## config.mk

```make
export PLATFORM = sky130hd
export DESIGN_NAME = rom_bank_ctrl
export DESIGN_NICKNAME = d
export VERILOG_FILES = /design/src/rtl/rom_bank_ctrl.sv
export SDC_FILE = /design/constraint.sdc
export NUM_CORES = 1
export LEC_CHECK = 0
export CORE_ASPECT_RATIO = 0.75
export CORE_MARGIN = 2
export CORE_UTILIZATION = 43
export CTS_BUF_LIST = sky130_fd_sc_hd__clkbuf_2
export DETAILED_ROUTE_END_ITERATION = 7
export DONT_BUFFER_PORTS = 1
export PLACE_DENSITY_LB_ADDON = 0.05
export SLEW_MARGIN = 20
export SYNTH_ARGS = -nofsm -noshare
export SYNTH_HDL_FRONTEND = slang
export SYNTH_SLANG_ARGS = --single-unit
```

## constraint.sdc

```tcl
create_clock -name CLK -period 2.8 [get_ports CLK]
set_input_delay 0.28 -clock CLK [delete_from_list [all_inputs] [get_ports CLK]]
set_output_delay 0.28 -clock CLK [all_outputs]
set_load 0.01 [all_outputs]
```

## src/rtl/rom_bank_ctrl.sv

```systemverilog
// Eight-slot CPC upper-ROM bank controller: ROM-select latch, read decode, EEPROM write sequencing.
// Optional STATUS_READ_EN macro adds an I/O status read port (d_out/d_oe).
module rom_bank_ctrl #(
  parameter int unsigned BASE_ROM       = 0,
  parameter int unsigned WE_PULSE_CYC   = 2,
  parameter int unsigned WR_HOLDOFF_CYC = 40000
) (
  input  logic       CLK,
  input  logic       RESET_B,
  input  logic       IOREQ_B,
  input  logic       MREQ_B,
  input  logic       WR_B,
  input  logic       RD_B,
  input  logic       ROMEN_B,
  input  logic       A15,
  input  logic       A14,
  input  logic       A13,
  input  logic [7:0] D,
  input  logic [7:0] slot_en,
  input  logic [7:0] wr_en,
  output logic [7:0] romcs_b,
  output logic       romoe_b,
  output logic       romwe_b,
  output logic       romdis,
`ifdef STATUS_READ_EN
  output logic       busy,
  output logic [7:0] d_out,
  output logic       d_oe
`else
  output logic       busy
`endif
);

  localparam int unsigned CNT_W = $clog2(WR_HOLDOFF_CYC + 1);
  localparam logic [4:0]       BASE_BLK   = 5'(BASE_ROM >> 3);
  localparam logic [CNT_W-1:0] PULSE_LOAD = CNT_W'(WE_PULSE_CYC - 1);
  localparam logic [CNT_W-1:0] HOLD_LOAD  = CNT_W'(WR_HOLDOFF_CYC - 1);

  typedef enum logic [1:0] {
    ST_IDLE  = 2'd0,
    ST_PULSE = 2'd1,
    ST_HOLD  = 2'd2
  } state_e;

  // Bus sample registers (one CLK of latency on every Z80 strobe/address/data)
  logic       ioreq_q, mreq_q, wr_q;
  logic       a15_q, a14_q, a13_q;
  logic [7:0] d_q;

  logic       iowr_prev_q, memwr_prev_q;
  logic [7:0] rom_num_q;
  logic       valid_q;

  state_e           state_q, state_d;
  logic [CNT_W-1:0] cnt_q, cnt_d;
  logic [2:0]       wr_sel_q, wr_sel_d;

  logic       iowr_c, iowr_rise_c;
  logic       memwr_c, memwr_rise_c;
  logic       hit_c, rd_act_c, pulse_c;
  logic [2:0] sel_c;

  always_ff @(posedge CLK or negedge RESET_B) begin
    if (!RESET_B) begin
      ioreq_q <= 1'b1;
      mreq_q  <= 1'b1;
      wr_q    <= 1'b1;
      a15_q   <= 1'b0;
      a14_q   <= 1'b0;
      a13_q   <= 1'b1;
      d_q     <= 8'h00;
    end else begin
      ioreq_q <= IOREQ_B;
      mreq_q  <= MREQ_B;
      wr_q    <= WR_B;
      a15_q   <= A15;
      a14_q   <= A14;
      a13_q   <= A13;
      d_q     <= D;
    end
  end

  assign iowr_c      = !ioreq_q && !wr_q && !a13_q;
  assign iowr_rise_c = iowr_c && !iowr_prev_q;

  // ROM-select latch: one capture per OUT, however long the strobe is held
  always_ff @(posedge CLK or negedge RESET_B) begin
    if (!RESET_B) begin
      iowr_prev_q <= 1'b0;
      rom_num_q   <= 8'h00;
      valid_q     <= 1'b0;
    end else begin
      iowr_prev_q <= iowr_c;
      if (iowr_rise_c) begin
        rom_num_q <= d_q;
        valid_q   <= 1'b1;
      end
    end
  end

  // slot_en is a static DIP input, so it is used live to drop hit immediately
  assign sel_c        = rom_num_q[2:0];
  assign hit_c        = valid_q && (rom_num_q[7:3] == BASE_BLK) && slot_en[sel_c];
  assign memwr_c      = !mreq_q && !wr_q && a15_q && a14_q && hit_c && wr_en[sel_c];
  assign memwr_rise_c = memwr_c && !memwr_prev_q;
  assign rd_act_c     = hit_c && !ROMEN_B && A14;
  assign pulse_c      = (state_q == ST_PULSE);

  always_ff @(posedge CLK or negedge RESET_B) begin
    if (!RESET_B) begin
      memwr_prev_q <= 1'b0;
      state_q      <= ST_IDLE;
      cnt_q        <= '0;
      wr_sel_q     <= 3'd0;
    end else begin
      memwr_prev_q <= memwr_c;
      state_q      <= state_d;
      cnt_q        <= cnt_d;
      wr_sel_q     <= wr_sel_d;
    end
  end

  // Write sequencer; write rises outside IDLE are dropped, not queued
  always_comb begin
    state_d  = state_q;
    cnt_d    = cnt_q;
    wr_sel_d = wr_sel_q;
    unique case (state_q)
      ST_IDLE: begin
        if (memwr_rise_c) begin
          wr_sel_d = sel_c;
          cnt_d    = PULSE_LOAD;
          state_d  = ST_PULSE;
        end
      end
      ST_PULSE: begin
        if (cnt_q == '0) begin
          cnt_d   = HOLD_LOAD;
          state_d = ST_HOLD;
        end else begin
          cnt_d = cnt_q - 1'b1;
        end
      end
      ST_HOLD: begin
        if (cnt_q == '0) begin
          state_d = ST_IDLE;
        end else begin
          cnt_d = cnt_q - 1'b1;
        end
      end
      default: state_d = ST_IDLE;
    endcase
  end

  // Chip-select/strobe decode; the write pulse owns the ROM bus while active
  always_comb begin
    romcs_b = 8'hFF;
    romoe_b = ROMEN_B;
    romwe_b = 1'b1;
    romdis  = rd_act_c;
    busy    = (state_q != ST_IDLE);
    if (pulse_c) begin
      romcs_b[wr_sel_q] = 1'b0;
      romoe_b           = 1'b1;
      romwe_b           = 1'b0;
    end else if (rd_act_c) begin
      romcs_b[sel_c] = 1'b0;
    end
  end

`ifdef STATUS_READ_EN
  logic rd_q;

  always_ff @(posedge CLK or negedge RESET_B) begin
    if (!RESET_B) begin
      rd_q <= 1'b1;
    end else begin
      rd_q <= RD_B;
    end
  end

  assign d_oe  = !ioreq_q && !rd_q && !a13_q;
  assign d_out = {busy, hit_c, 3'b000, sel_c};
`else
  logic unused_rd;
  assign unused_rd = RD_B;
`endif

endmodule

```

; ---- Yosys cells after proc, flatten, opt, wreduce, memory -nomap -nowiden
; Cells that the tools add are included.
[op_classes]
add_sub_neg = 1
mul = 0
n_div = 0
n_lt_le_gt_ge = 4
n_eq_ne = 6
shift = 0
mux = 20
bitwise_logic = 2
n_reduce_logical = 30
[op_table]
columns = op, count
row1 = $mux 16, 3
row2 = $pmux 16 s3, 1
row3 = $logic_not 16->1, 1
row4 = $mux 8, 2
row5 = $not 8->8, 2
row6 = $sub 16x1->16 const B, 1
row7 = $logic_and 1x1->1, 15
row8 = $lt 3x4->1 const B, 2
row9 = $logic_not 1->1, 7
row10 = $bmux 1 s3, 2
row11 = $demux 1 s3, 2
row12 = $ge 3x1->1 const B, 2
row13 = $mux 1, 6
row14 = $mux 2, 3
row15 = $ne 2x2->1 const B, 3
row16 = $pmux 2 s3, 1
row17 = $reduce_and 3->1, 2
row18 = $logic_not 5->1, 1
row19 = $reduce_bool 3->1, 1
row20 = $eq 2x1->1 const B, 1
row21 = $eq 2x2->1 const B, 1
row22 = $logic_not 2->1, 1
row23 = $ne 2x1->1 const B, 1
row24 = $reduce_and 2->1, 1
row25 = $reduce_bool 2->1, 1
[totals]
regBits = 46
latch_bits = 0
mem_bits_rw = 0
mem_bits_ro = 0
input_bits = 34
wordCells = 77
n_memories = 0

; ---- Logic depth before layout (Yosys ltp)
; Gate-level depths: netlist of the first run.
[logic_depth]
depth_word = 9
depth_mapped = 9
ltp_nobuf = 8

; ---- Worst setup path after synthesis of the first run
; OpenSTA, ideal clock, no wires.
[synth_path]
kind = register -> register
startpoint = reg rom_num_q[1]
endpoint = reg cnt_q[14]
t_arrival_ns = 2.171
path_slack_ns = 0.526
path_stages_with_launch = 10
cell_sequence = dfrtp_1 > buf_2 > and2_1 > a32oi_1 > and4_1 > clkbuf_1 > a31oi_4 > or4_1 > buf_2 > o41ai_2
[synth_between]
elab_chain_len = 8
word_cells_on_any_way = 10
[synth_rtl]
columns = item, line_no
row1 = "start, declared", 51  ; logic [7:0] rom_num_q;
row2 = "start signal, assigned", 95  ; rom_num_q <= d_q;
row3 = $bmux 1 s3, 103  ; assign hit_c = valid_q && (rom_num_q[7:3] == BASE_BLK) && slot_en[sel_c];
row4 = $mux 1 (not written as such), 103
row5 = $logic_and 1x1->1, 103
row6 = $logic_and 1x1->1, 104  ; assign memwr_c = !mreq_q && !wr_q && a15_q && a14_q && hit_c && wr_en[sel_c];
row7 = $logic_and 1x1->1 *, 104
row8 = $logic_and 1x1->1 *, 105  ; assign memwr_rise_c = memwr_c && !memwr_prev_q;
row9 = $ne 2x2->1 (no line) *, -
row10 = $reduce_and 3->1 (no line) *, -
row11 = "end signal, assigned", 118  ; cnt_q <= cnt_d;
row12 = "end, declared", 55  ; logic [CNT_W-1:0] cnt_q, cnt_d;
; Mark *: on every way between the ends. The rest lies on a longest branch, timed or not. The select of a mux whose other input is x is not followed.
; A chain may end at the register's enable or synchronous reset.

; ---- Worst setup path after layout of the first run
[layout_path]
startpoint = reg rom_num_q[2]
endpoint = out romcs_b[6]
[layout_between]
elab_chain_len = 7
word_cells_on_any_way = 13
[layout_rtl]
columns = item, line_no
row1 = "$lt 3x4->1 (not written as such), or another cell as far along", 167  ; romcs_b[sel_c] = 1'b0;
row2 = $logic_and 1x1->1 (not written as such) or $mux 1 (tied branches), "167, 103"
row3 = $mux 1 (not written as such) or $logic_and 1x1->1 (tied branches), "167, 103"
row4 = $demux 1 s3 or $logic_and 1x1->1 (tied branches), "167, 106"
row5 = $not 8->8 (no line) or $logic_and 1x1->1 (tied branches), -
row6 = $mux 8 *, 166  ; end else if (rd_act_c) begin
row7 = $mux 8 *, 162  ; if (pulse_c) begin
row8 = "end, declared", 21  ; output logic [7:0] romcs_b,
; Marks and branches as above.

==> results of run 1 <==
-- final timing paths --
path                                           from                     end  slack, ps
setup / recovery           rom_num_q[2]$_DFFE_PN0P_              romcs_b[6]        180
hold / removal                             wr_en[5]  memwr_prev_q$_DFF_PN0_        130
setup reg to reg               cnt_q[0]$_DFFE_PN0P_   cnt_q[11]$_DFFE_PN0P_        220
hold reg to reg                 valid_q$_DFFE_PN0P_     valid_q$_DFFE_PN0P_        500
max in group asynchronous                   RESET_B          wr_q$_DFF_PN1_       2170
min in group asynchronous                   RESET_B  state_q[0]$_DFFE_PN0P_        330
-- registers in the layout, summed over array words and instances, names as in the netlist --
name          flops
mreq_q            1
cnt_q            16
a15_q             1
state_q           2
iowr_prev_q       1
a13_q             1
ioreq_q           1
rom_num_q         8
wr_q              1
memwr_prev_q      1
d_q               8
a14_q             1
valid_q           1
wr_sel_q          3
-- metrics by stage --
step / area [sq um] / hold WS (ps) / power [uW] / utilization, % / setup TNS, ps
after CTS: 2780 / 90.8 / 1550 / 51.4 / 0
after global routing: 2810 / 88.3 / 1650 / 51.9 / -0.725
final: 2810 / 134 / 1540 / 51.9 / 0
after floorplan: 2440 / -15.6 / 1090 / - / 0
after global placement: 2530 / -14.3 / 1180 / 46.8 / 0
after detailed placement: 2530 / -14.2 / 1190 / 46.8 / 0
-- power breakdown --
group	total (uW)	leakage (uW)	switching (uW)	internal (uW)
sequential	805	0.000573	72.8	733
combinational	441	0.000559	248	194
clock	293	0.0000256	229	64.3
-- per-layer routing --
| metal | global-route usage, % | vias up |
|---|---|---|
| met1 | 27.9 | 965 |
| met2 | 27.4 | 74 |
| met4 | 3.87 | 0 |
| li1 | - | 946 |
| met5 | 0 | - |
| met3 | 4.89 | 2 |
-- worst max-delay path: stages (launching register included) --
cell	delay [ps]
dfrtp_2	530
and2_1	240
a32oi_1	230
and4_4	310
and4_2	300
nor2b_2	200
a21oi_1	140
-- placed cells by master, fill, tap and decap left out, types with 3 or more instances in the layout --
master	n
dfrtp_1	39
nor2_1	22
o21ai_0	17
dlygate4sd3_1	15
nand2_1	12
a21oi_1	12
o31ai_1	12
inv_1	11
mux2_2	11
buf_4	11
a31oi_1	9
nor3_1	8
mux2i_1	6
nor4_1	5
ha_1	5
clkbuf_2	5
nand2b_1	4
or2_2	4
nand4_1	4
dfstp_2	4
nor2b_2	3
dfrtp_2	3
-- repair_timing --
item                                   in CTS  in global routing
buffers inserted                            2                  2
resized for setup                           5                  5
setup endpoints to repair                   8                  9
endpoints found under the hold margin      60                  0
hold buffers                               16                  0
-- cell type report --
class	instances	area share (%)
inverters	11	1.47
multi-input cells	174	42.9
well taps	75	3.34
clock inverters	3	0.847
flip-flops and latches	46	41.3
clock buffers	5	0.891
repair buffers	27	9.27
-- cells by family after synthesis --
family / Yosys count / share of synthesized area (%)
mux: 17 / 7.55
buf+inv: 21 / 3.80
simple gates: 84 / 19.1
fa+ha+maj: 5 / 2.57
flops: 46 / 47.5
compound gates: 68 / 19.6
-- synth_stat cells, drive strengths merged, types with 2 or more instances --
cell type / number / area (sq um)
dfrtp: 42 / 1050
nor2: 22 / 82.6
o21ai: 18 / 90.1
a21oi: 12 / 60.1
nand2: 12 / 45.0
o31ai: 12 / 90.1
inv: 11 / 41.3
mux2: 11 / 124
a31oi: 10 / 77.6
nor3: 8 / 40.0
clkbuf: 6 / 22.5
mux2i: 6 / 60.1
ha: 5 / 62.6
nor2b: 5 / 31.3
nor4: 5 / 31.3
buf: 4 / 28.8
dfstp: 4 / 105
nand2b: 4 / 25.0
nand4: 4 / 25.0
or2: 4 / 25.0
nor3b: 3 / 22.5
o41ai: 3 / 41.3
and3: 2 / 12.5
and4: 2 / 17.5
nand3: 2 / 10.0
nand3b: 2 / 15.0
nor4b: 2 / 17.5
or3: 2 / 12.5
==> metrics, run 1 <==
Worst IR Drop VDD 0.000302 V; crit path time final 2620 ps; Met2 Wirelength 2440 microns; number of max-cap violations 0; Detailed Route Iter0 Violations 150; Period Utilization, post-route 93.6%; worst min path class in2reg; drt drc 0; Async SR Flop Fraction 100%; synthesized instance count 241; outcome finished clean; ys flop type dfrtp_1; GR Util All Layers 18.7%; final hold vios 0; total vias in the final route 1,987; initial core utilization 45.0%; skew final 11.8 ps; top layer in use met4; Mapped Nets 280; initial antenna violation count 0; global-route wire length before repair 9400 microns; gpl congestion 0.902; # diodes 0; Critical Path Start Type register; mean area per synthesized cell 10.1 sq um; post-synthesis sequential area ratio 47.5%; # IOs 46; Max Fclk 381 MHz; layout cells sized above 1 21.1%; max_slew headroom 59.6%; worst slew pin tran 602 ps; core area 5410 sq um; critical path class reg2out; Die W 90.9 microns; multi-input logic area 1200 sq um; YS warnings 0; PD cells 549 nW/um^2; detailed-route wire length per cell 16.5 microns; Post-synth EDFFs 0; setup ws final 179 ps; Unique masters post-synth 51; number of global-route vias before repair 1,863; #FFs+latches synth 46; CTS tree done; number of CTS-inserted buffers 5; Critical Path RT 2520 ps; Post-layout nets 304; detailed-route wire length 5640 microns; register area 1160 sq um; hold path cells 3; Worst-Skew Late Latency 400 ps; clock buffer depth 2; pre-CTS WS 188 ps; post-DP HPWL 4060 microns; port bufs 0; Worst setup EP type primary output; Area Growth Syn to Fin 15.3%; Syn Std Cell Area 2440 sq um; H-tree depth 2; Die ar. 6290 sq um; Arrival @ worst endpoint 2340 ps; antenna-violating nets left 0; Finish-stage setup viols 0; Die Y 69.2 microns; CP Max Fanout 8; clock-pin slew on the worst setup and hold paths 260 ps; grt total ovfl 0; Lkg Pwr 0.00116 uW; Slew Limit Fails 0; Post-Layout Cell Count 341; DRT Pass-1 Iters 4; clk root buf clkbuf_2; row count 23; wl on met1 2780 microns; fillers 524; clk sinks 46; largest net degree at the start of global routing 47; Placed Cells 313; Met3 Wirelength 409 microns; r2r worst-path depth 8; vias per cell 5.83
(Power assumes the default switching activity.)
==> inputs of run 2 (changes only) <==
--- a/config.mk
+++ b/config.mk
@@ -5,9 +5,10 @@
 export SDC_FILE = /design/constraint.sdc
 export NUM_CORES = 1
 export LEC_CHECK = 0
+export ABC_AREA = 1
 export CORE_ASPECT_RATIO = 0.75
 export CORE_MARGIN = 2
-export CORE_UTILIZATION = 43
+export CORE_UTILIZATION = 25
 export CTS_BUF_LIST = sky130_fd_sc_hd__clkbuf_2
 export DETAILED_ROUTE_END_ITERATION = 7
 export DONT_BUFFER_PORTS = 1
==> run 2 against run 1 <==
Effect of this change:
- combinational power grew to 3.6 times the previous value
- synthesized cell count is 42% higher
- area after synthesis is 6.5% higher
- global-route usage is 5.8 points lower
- via count is 7.5% higher
- wire length is 17% higher
- clock power is 14% higher
- count of clock-buffer cells in the layout stayed put
- setup slack better by 130 ps
- sequential power is 22% higher
- critical path depth is 3 higher
- critical endpoint is now romcs_b[2]
- largest cell class unchanged
==> metrics, run 2 <==
outcome finished clean; row count 32 (+39%); Slew Limit Fails 0 (unchanged); Worst path max stage delay 620 ps (+90 ps); # diodes 0 (unchanged); mean area per synthesized cell 7.56 sq um (-25%); setup ws final 307 ps (+129 ps); most frequent cell after synthesis nand2_1; Worst Path Buf+Inv 2 (+2); post-DP HPWL 4620 microns (+14%); crit path time final 2490 ps (-129 ps); Post-layout nets 398 (+31%); commonest non-fill, non-tap cells in the layout nand2_1 (91), nor2_1 (69), dfrtp_1 (41), nand3_1 (35), inv_1 (31); Critical Path Start Type register; drt drc 0 (unchanged); H-tree depth 2 (unchanged); Arrival @ worst endpoint 2210 ps (-130 ps); GR Util All Layers 12.9% (-5.8 points); Die Y 92.2 microns (+33%); # IOs 46 (unchanged); ys flop type dfrtp_1; worst slew pin tran 450 ps (-152 ps); Area Growth Syn to Fin 13.1%; xor/xnor share of the synthesized area 3.38% (+3.4 points); Die ar. 11,200 sq um (+78%); Worst IR Drop VDD 0.000249 V (-18%); Worst-Skew Late Latency 470 ps (+70 ps); Async SR Flop Fraction 100% (unchanged); Worst setup EP type primary output; number of CTS-inserted buffers 5 (unchanged); detailed-route wire length per cell 13.3 microns (-20%); gpl congestion 0.763 (-15%); Yosys top cell area share 40.5% (-2.6 points); number of global-route vias before repair 2,196 (+18%); Sw Share 50.8% (+15 points); Synth Area in Compound Gates 2.51% (-17 points); total vias in the final route 2,137 (+7.5%); synth cell count leaders nand2_1 (91), nor2_1 (69), dfrtp_1 (42), nand3_1 (35), inv_1 (31); proportion of synthesized area in mux cells 2.17% (-5.4 points); Post-synth EDFFs 0 (unchanged); P_int 1430 uW (+45%); Die W 122 microns (+34%); number of max-cap violations 0 (unchanged); CP Max Fanout 8 (unchanged); CTS tree done; clk root buf clkbuf_2; PD cells 994 nW/um^2 (+81%); Detailed Route Iter0 Violations 88 (-41%); #FFs+latches synth 46 (unchanged); Post-Synth Simple-Gate Area 36.9% (+18 points); Clk pwr share 11.4% (-7.6 points); antenna-violating nets left 0 (unchanged); detailed-route wire length 6590 microns (+17%); vias per cell 4.31 (-26%); Period Utilization, post-route 89.0% (-4.6 points); power share of the sequential group 33.6% (-19 points); largest register by flop count cnt_q; Critical Path RT 2520 ps (about the same); Max Fclk 401 MHz (+5.2%); Lkg Pwr 0.00140 uW (+21%); largest area contributor in the netlist dfrtp_1; layout cells sized above 1 9.44% (-12 points); commonest non-fill, non-tap cell in the layout nand2_1; pre-CTS WS 536 ps (+347 ps); global-route wire length before repair 11,300 microns (+20%); setup_tns 0 ps (unchanged); main combinational cell family by area after synthesis simple AND/OR/NAND/NOR gates; unrepaired setup endpoints after global routing false; clk sinks 46 (unchanged); port bufs 0 (unchanged); worst path cell trace inv_2, nor2_2, nand3_1, nand3_1, nor2_2, nand4_1, buf_4, nor2_1, nor2_1; final hold vios 0 (unchanged); Pwr Total 2910 uW (+89%); max FFs per register 16 (unchanged); largest net degree at the start of global routing 47 (unchanged); adder-cell share of the synthesized area 2.41% (-0.16 points); switching power 1480 uW (+170%); synth top area cells dfrtp_1 (41%), nand2_1 (13%), nor2_1 (10%); clock buffer depth 2 (unchanged); worst min path class in2reg; fillers 1,113 (+110%); synthesized instance count 343 (+42%); Finish-stage setup viols 0 (unchanged); initial antenna violation count 0 (unchanged); top flop regs cnt_q: 16 flops, d_q: 8 flops, rom_num_q: 8 flops; cell family with most CP delay simple AND/OR/NAND/NOR gates; Comb pwr share 55.0% (+26 points); clock-pin slew on the worst setup and hold paths 270 ps (about the same); Syn Std Cell Area 2590 sq um (+6.5%); YS warnings 0 (unchanged); Mapped Nets 382 (+36%); skew final 23.5 ps (+11.7 ps); core area 10,200 sq um (+89%); CP max-delay cell dfrtp_1; max_slew headroom 69.9% (+10 points); post-synthesis sequential area ratio 44.6% (-2.9 points); Unique masters post-synth 33 (-35%); grt total ovfl 0 (unchanged); DRT Pass-1 Iters 4 (unchanged); critical path class reg2out; initial core utilization 25.4% (-20 points)
-- run 2: cell count changes in the layout (fill, tap and decap cells not counted), moves of 7 or more --
cell / previous run / this run
nand2_1: 12 / 91
nor2_1: 22 / 69
nand3_1: 2 / 35
inv_1: 11 / 31
o21ai_0: 17 / 2
o31ai_1: 12 / 0
a31oi_1: 9 / 0
buf_4: 11 / 2
xor2_1: 0 / 7
-- run 2: cell type report --
class	instances	area [sq um]	share of cell area (%)
multi-input cells	253	1230	41.9
clock buffers	5	25.0	0.853
clock inverters	3	27.5	0.939
repair buffers	18	193	6.57
well taps	136	170	5.80
flip-flops and latches	46	1160	39.5
inverters	35	131	4.48
-- run 2: cells by family after synthesis --
family / Yosys count
buffers and inverters: 44
and+or+nand+nor: 221
AOI/OAI and AO/OA: 12
DFF: 46
xor gates and xnor gates: 10
adders and majority gates: 5
muxes: 5
-- run 2: worst paths after layout --
| check | from | endpoint | slack (ps) | cells after the start |
|---|---|---|---|---|
| max in group asynchronous | RESET_B | ioreq_q$_DFF_PN1_ | 2200 | 2 |
| setup / recovery | rom_num_q[2]$_DFFE_PN0P_ | romcs_b[2] | 310 | 9 |
| hold reg to reg | valid_q$_DFFE_PN0P_ | valid_q$_DFFE_PN0P_ | 490 | 2 |
| min in group asynchronous | RESET_B | rom_num_q[0]$_DFFE_PN0P_ | 310 | 2 |
| setup reg to reg | rom_num_q[0]$_DFFE_PN0P_ | cnt_q[4]$_DFFE_PN0P_ | 760 | 11 |
| hold / removal | slot_en[2] | memwr_prev_q$_DFF_PN0_ | 250 | 5 |
-- run 2: per-layer routing --
layer	GRT usage, %	up-vias	wire (microns)	part of all wire [%]
met3	2.86	4	216	3.3
met1	19.3	997	3570	54
met5	0	-	0	0
met2	18.7	29	2760	42
li1	-	1107	-	-
met4	3.16	0	40	0.61
-- run 2: worst min-delay path, cell delays in order --
cell	delay, ps
inv_1	30
nand2_1	40
nand3_1	80
nor2_2	70
and2_1	180
-- run 2: power by group through the flow --
stage / clock [uW] / combinational, uW / sequential (uW)
after floorplan: 0 / 1340 / 927
after global placement: 0 / 1600 / 993
after detailed placement: 0 / 1580 / 992
after CTS: 362 / 1630 / 979
after global routing: 385 / 1900 / 1000
final: 334 / 1600 / 979
-- run 2: repair_timing --
action	4_1_cts	5_1_grt
resized for setup	1	0
pin swaps	0	1
hold buffers	16	0
hold endpoints to repair	60	0
setup endpoints to repair	8	8
buffers inserted	0	1
gates cloned	0	0
-- run 2: per-stage QoR --
stage                     util, %  cell area [sq um]  cells  hold slack, ps
after global routing         28.7               2930    496             214
after detailed placement     26.4               2690    471           -13.8
after floorplan                 -               2590    343           -15.6
after CTS                    28.7               2930    495             211
after global placement       26.4               2690    471           -13.9
final                        28.7               2930    496             251
